--- src/rtl/con_bus_arbiter_if.sv ---
// con_bus_arbiter_if: request/grant and beat handshake bundle between the arbiter and its bus partner
interface con_bus_arbiter_if;
  logic       req_k;
  logic       req_i;
  logic       req_o;
  logic       gnt_k;
  logic       gnt_i;
  logic       gnt_o;
  logic       con_valid;
  logic       con_ready;
  logic       beat;
  logic [3:0] beat_idx;
  logic       burst_done;
  logic       driving_cons;
  logic       busy;
  modport master (
    output req_k, req_i, req_o, con_valid,
    input  gnt_k, gnt_i, gnt_o, con_ready, beat, beat_idx, burst_done, driving_cons, busy
  );
  modport slave (
    input  req_k, req_i, req_o, con_valid,
    output gnt_k, gnt_i, gnt_o, con_ready, beat, beat_idx, burst_done, driving_cons, busy
  );
endinterface

--- src/rtl/con_bus_arbiter.sv ---
// con_bus_arbiter: three-way burst arbiter for the shared con bus with output priority and K/I round-robin
module con_bus_arbiter #(
  parameter int unsigned K_BURST = 12,
  parameter int unsigned I_BURST = 4,
  parameter int unsigned O_BURST = 3
) (
  input logic          clk,
  input logic          rst_in,
  con_bus_arbiter_if.slave bus
);
  typedef enum logic [2:0] {IDLE, OWN_K, OWN_I, OWN_O, TURN} state_t;
  state_t     state_q, state_d;
  logic [3:0] idx_q, idx_d, blen;
  logic       last_ki_q, last_ki_d, own, xfer, last;
  // beat qualification and final-beat detection for the burst owned in the current state
  always_comb begin
    own  = state_q inside {OWN_K, OWN_I, OWN_O};
    xfer = own && bus.con_valid;
    blen = state_q == OWN_K ? 4'(K_BURST) : state_q == OWN_I ? 4'(I_BURST) : 4'(O_BURST);
    last = xfer && idx_q == blen - 4'd1;
  end
  // state, beat counter and round-robin flag; reset favours K on the first K/I contest
  always_ff @(posedge clk) begin
    if (rst_in) begin
      state_q   <= IDLE;
      idx_q     <= 4'd0;
      last_ki_q <= 1'b1;
    end else begin
      state_q   <= state_d;
      idx_q     <= idx_d;
      last_ki_q <= last_ki_d;
    end
  end
  // next state: arbitrate only in IDLE, run bursts to completion, one TURN cycle after an output burst
  always_comb begin
    state_d = state_q;
    case (state_q)
      IDLE:         state_d = bus.req_o ? OWN_O :
                              (bus.req_k && (last_ki_q || !bus.req_i)) ? OWN_K :
                              bus.req_i ? OWN_I : IDLE;
      OWN_K, OWN_I: state_d = last ? IDLE : state_q;
      OWN_O:        state_d = last ? TURN : OWN_O;
      default:      state_d = IDLE;
    endcase
    idx_d     = last ? 4'd0 : xfer ? idx_q + 4'd1 : idx_q;
    last_ki_d = (last && state_q == OWN_K) ? 1'b0 : (last && state_q == OWN_I) ? 1'b1 : last_ki_q;
  end
  // outputs decoded from the state; beat and burst_done follow con_valid in the same cycle
  always_comb begin
    bus.gnt_k        = state_q == OWN_K;
    bus.gnt_i        = state_q == OWN_I;
    bus.gnt_o        = state_q == OWN_O;
    bus.con_ready    = own;
    bus.beat         = xfer;
    bus.beat_idx     = idx_q;
    bus.burst_done   = last;
    bus.driving_cons = state_q == OWN_O;
    bus.busy         = state_q != IDLE;
  end
endmodule
--- src/flat_wrapper.sv ---
// flat-port wrapper written by rule: the top's interface ports become plain ports
module con_bus_arbiter_flat 
#(
  parameter int unsigned K_BURST = 12,
  parameter int unsigned I_BURST = 4,
  parameter int unsigned O_BURST = 3
)
  (clk, rst_in, bus_req_k, bus_req_i, bus_req_o, bus_con_valid, bus_gnt_k, bus_gnt_i, bus_gnt_o, bus_con_ready, bus_beat, bus_beat_idx, bus_burst_done, bus_driving_cons, bus_busy);
  con_bus_arbiter_if bus_i ();
  input logic clk;
  input logic rst_in;
  input wire logic [$bits(bus_i.req_k)-1:0] bus_req_k;
  input wire logic [$bits(bus_i.req_i)-1:0] bus_req_i;
  input wire logic [$bits(bus_i.req_o)-1:0] bus_req_o;
  input wire logic [$bits(bus_i.con_valid)-1:0] bus_con_valid;
  output wire logic [$bits(bus_i.gnt_k)-1:0] bus_gnt_k;
  output wire logic [$bits(bus_i.gnt_i)-1:0] bus_gnt_i;
  output wire logic [$bits(bus_i.gnt_o)-1:0] bus_gnt_o;
  output wire logic [$bits(bus_i.con_ready)-1:0] bus_con_ready;
  output wire logic [$bits(bus_i.beat)-1:0] bus_beat;
  output wire logic [$bits(bus_i.beat_idx)-1:0] bus_beat_idx;
  output wire logic [$bits(bus_i.burst_done)-1:0] bus_burst_done;
  output wire logic [$bits(bus_i.driving_cons)-1:0] bus_driving_cons;
  output wire logic [$bits(bus_i.busy)-1:0] bus_busy;
  assign bus_i.req_k = bus_req_k;
  assign bus_i.req_i = bus_req_i;
  assign bus_i.req_o = bus_req_o;
  assign bus_i.con_valid = bus_con_valid;
  assign bus_gnt_k = bus_i.gnt_k;
  assign bus_gnt_i = bus_i.gnt_i;
  assign bus_gnt_o = bus_i.gnt_o;
  assign bus_con_ready = bus_i.con_ready;
  assign bus_beat = bus_i.beat;
  assign bus_beat_idx = bus_i.beat_idx;
  assign bus_burst_done = bus_i.burst_done;
  assign bus_driving_cons = bus_i.driving_cons;
  assign bus_busy = bus_i.busy;
  con_bus_arbiter #(.K_BURST(K_BURST), .I_BURST(I_BURST), .O_BURST(O_BURST)) u_core (.clk(clk), .rst_in(rst_in), .bus(bus_i));
endmodule
--- config.mk ---
export PLATFORM = sky130hd
export DESIGN_NAME = con_bus_arbiter_flat
export DESIGN_NICKNAME = d
export VERILOG_FILES = /design/src/rtl/con_bus_arbiter_if.sv /design/src/rtl/con_bus_arbiter.sv /design/src/flat_wrapper.sv
export SDC_FILE = /design/constraint.sdc
export NUM_CORES = 1
export LEC_CHECK = 0
export ABC_AREA = 1
export ABC_CLOCK_PERIOD_IN_PS = 1500
export CAP_MARGIN = 20
export CORE_AREA = 2 2 39 41
export DETAILED_ROUTE_END_ITERATION = 8
export DIE_AREA = 0 0 41 43
export MAX_ROUTING_LAYER = met4
export PLACE_DENSITY = 0.71
export SKIP_CTS_REPAIR_TIMING = 1
export SLEW_MARGIN = 20
export SYNTH_ARGS = -nofsm -noshare
export SYNTH_HDL_FRONTEND = slang
export SYNTH_SLANG_ARGS = --single-unit
--- constraint.sdc ---
create_clock -name clk -period 1.5 [get_ports clk]
set_clock_uncertainty 0.05 [all_clocks]
set_input_delay 0.3 -clock clk [delete_from_list [all_inputs] [get_ports clk]]
set_output_delay 0.3 -clock clk [all_outputs]
set_load 0.05 [all_outputs]
==> metrics <==
die width 41 um; pwr/cell area 1930 nW/um^2; Routed WL 1460 um; Clock Latency Late Sink 0.26 ns; startpoint type of the worst setup path flop; DIE HEIGHT 43 um; CTS Sinks 8; Worst slew margin 83.0%; critical path's top delay family simple AND/OR/NAND/NOR gates; maximum VDD drop 0.897 mV; clock root buffer clkbuf_4; Cells after Synth 82; Vias 620; minimum clock period 1.70 ns; slowest CP cell dfxtp_4; largest net degree at the start of global routing 8; first-pass GRT wire length 1990 um; Worst-path clk slew 0.06 ns; nets 124; syn_area_per_cell 6.67 sq um; Avg Vias per Cell 4.73; initial antenna violation count 0; Ys Warns 0; Yosys top cell area share 29.3%; Core ar. 1380 sq um; unrepaired setup endpoints after global routing yes; max_cap viols 0; routability cong. 0.831; Port Buffer Count 17; Filler cells 92; Final HPWL DP 1050 um; post-route ant nets 0; fraction of layout cells with a size suffix above 1 53.9%; number of global-route vias before repair 520; Placed Instances 121; worst-path cell chain inv_4 -> nor2_2 -> nand3_2 -> nand2_2 -> nor2_4 -> nand3_4 -> inv_8 -> buf_12; Required @ worst endpoint 1.15 ns; final setup violating endpoints 6; Area Overhead vs Synth 95.2%; failing checks setup timing; CP Class flop to output port; Post-route DRC 0; Ant. Diodes 0; CP Buf/Inv Count 3; final hold vios 0; LEAKAGE 0.472 nW; Slew Limit Fails 0; Synth area leader dfxtp_1; syn_nets 89; Fmax 587 MHz; Fin Hold WS 0.439 ns; Synth area leaders dfxtp_1, nand2_1, nand3_1; Inserted Clock Buffers 3; sequential area share after synthesis 29.3%; grt met1 use 22.4%; status complete, but fails checks; final period utilization 114%; Worst EP arrival 1.35 ns; Initial DRT Pass Iterations 3; htree depth 1; met3 GRT Util 6.28%; global route total overflow 0; area of the die 1760 sq um; Crit path largest cell delay 0.39 ns; DRT iter0 DRCs 8; met2 Use GR 22.8%; Worst Path Max Fanout 3; hold crit path type flop to flop; Overall Global Routing Usage 16.8%; WL/cell 11.2 um; Non-Filler Instances 131; CTS max path bufs 2; post-synth cell types 20; Crit. End Element output port; GRT busiest layer met2; Initial Util 39.5%; CTS tree yes; Final WS setup -0.204 ns; area of the mapped netlist 547 sq um; row count 14; Seq cells post-synth 8; Ports 18; Slew @ Worst Pin 0.255 ns
-- per-stage QoR --
step | instance area [sq um] | TNS, ns | worst slack, ns | power (mW) | utilization [%]
after floorplan | 572 | -0.316 | -0.151 | 1.05 | -
after global placement | 936 | -0.318 | -0.0817 | 1.65 | 67.6
after detailed placement | 936 | -0.454 | -0.100 | 1.66 | 67.6
after CTS | 958 | -0.894 | -0.263 | 1.84 | 69.3
after global routing | 1070 | -1.09 | -0.283 | 2.17 | 77.1
final | 1070 | -0.688 | -0.204 | 2.06 | 77.1
-- layout by cell type (no fill, tap or decap), drive strengths merged --
cell type      synthesis  layout
nand3                 12      12
o21a                   1       1
o21ai                  3       3
clkdlybuf4s50          0       5
buf                    1      26
inv                   16      15
clkbuf                 0       3
ha                     1       1
nor2                  11      11
dfxtp                  8       8
clkinvlp               0       1
a21oi                  4       4
xnor2                  1       1
nand2                 24      24
-- registers in the layout, summed over array words and instances (netlist names) --
| name | count |
|---|---|
| u_core.bus.beat_idx | 4 |
| u_core.last_ki_q | 1 |
| u_core.state_q | 3 |
-- tightest hold or removal path, delay by kind of cell (launching register included) --
| family | cells | cell delay [ns] |
|---|---|---|
| flops | 1 | 0.33 |
| simple gates | 2 | 0.13 |
-- synthesized netlist by cell type --
library cell and instances:
a21oi_1 3, nor2_2 2, nand2_4 2, dfxtp_1 8
nand3_4 1, xnor2_1 1, nor2_1 8, nor2_4 1
inv_1 12, buf_4 1, o21a_1 1, inv_4 1
nand2_1 20, nand3_1 10, nand3_2 1, inv_2 3
nand2_2 2, o21ai_0 3, a21oi_4 1, ha_1 1
-- worst paths after layout --
kind / end / depth (start not counted) / slack, ns / from
min: u_core.last_ki_q$_SDFFE_PP1P_ / 2 / 0.44 / u_core.last_ki_q$_SDFFE_PP1P_
min reg2reg: u_core.last_ki_q$_SDFFE_PP1P_ / 2 / 0.44 / u_core.last_ki_q$_SDFFE_PP1P_
max reg2reg: u_core.bus.beat_idx[2]$_SDFFE_PP0P_ / 10 / 0.03 / u_core.state_q[1]$_SDFFE_PP0P_
max: bus_burst_done / 8 / -0.20 / u_core.state_q[0]$_SDFFE_PP0P_
-- where the power goes --
group	total (mW)	internal [mW]	switching, mW
sequential	0.319	0.261	0.0583
clock	0.173	0.0921	0.0808
combinational	1.57	0.737	0.836
total	2.06	1.09	0.975
-- per-layer routing --
metal	wire, um	part of all wire [%]	vias to the layer above
met5	0	0	-
met1	616	42	291
li1	-	-	318
met4	11	0.75	0
met2	792	54	8
met3	40	2.7	3
-- kinds of logic (layout without fill, tap and decap cells) --
kind of cell | after synthesis | count (layout) | share of synthesized area [%]
and+or+nand+nor | 47 | 47 | 44.2
buffers and inverters | 17 | 50 | 12.8
AOI/OAI and AO/OA | 8 | 8 | 9.84
DFF | 8 | 8 | 29.3
adders and majority gates | 1 | 1 | 2.29
xor gates and xnor gates | 1 | 1 | 1.60
-- final cells by class --
type	instances	area [sq um]	share of cell area, %
timing repair buffer	31	408	38.2
multi-input combinational	57	354	33.2
sequential	8	174	16.3
inverter	16	88.8	8.32
clock buffer	3	22.5	2.11
tap	16	20.0	1.88
(Power assumes the default switching activity.)
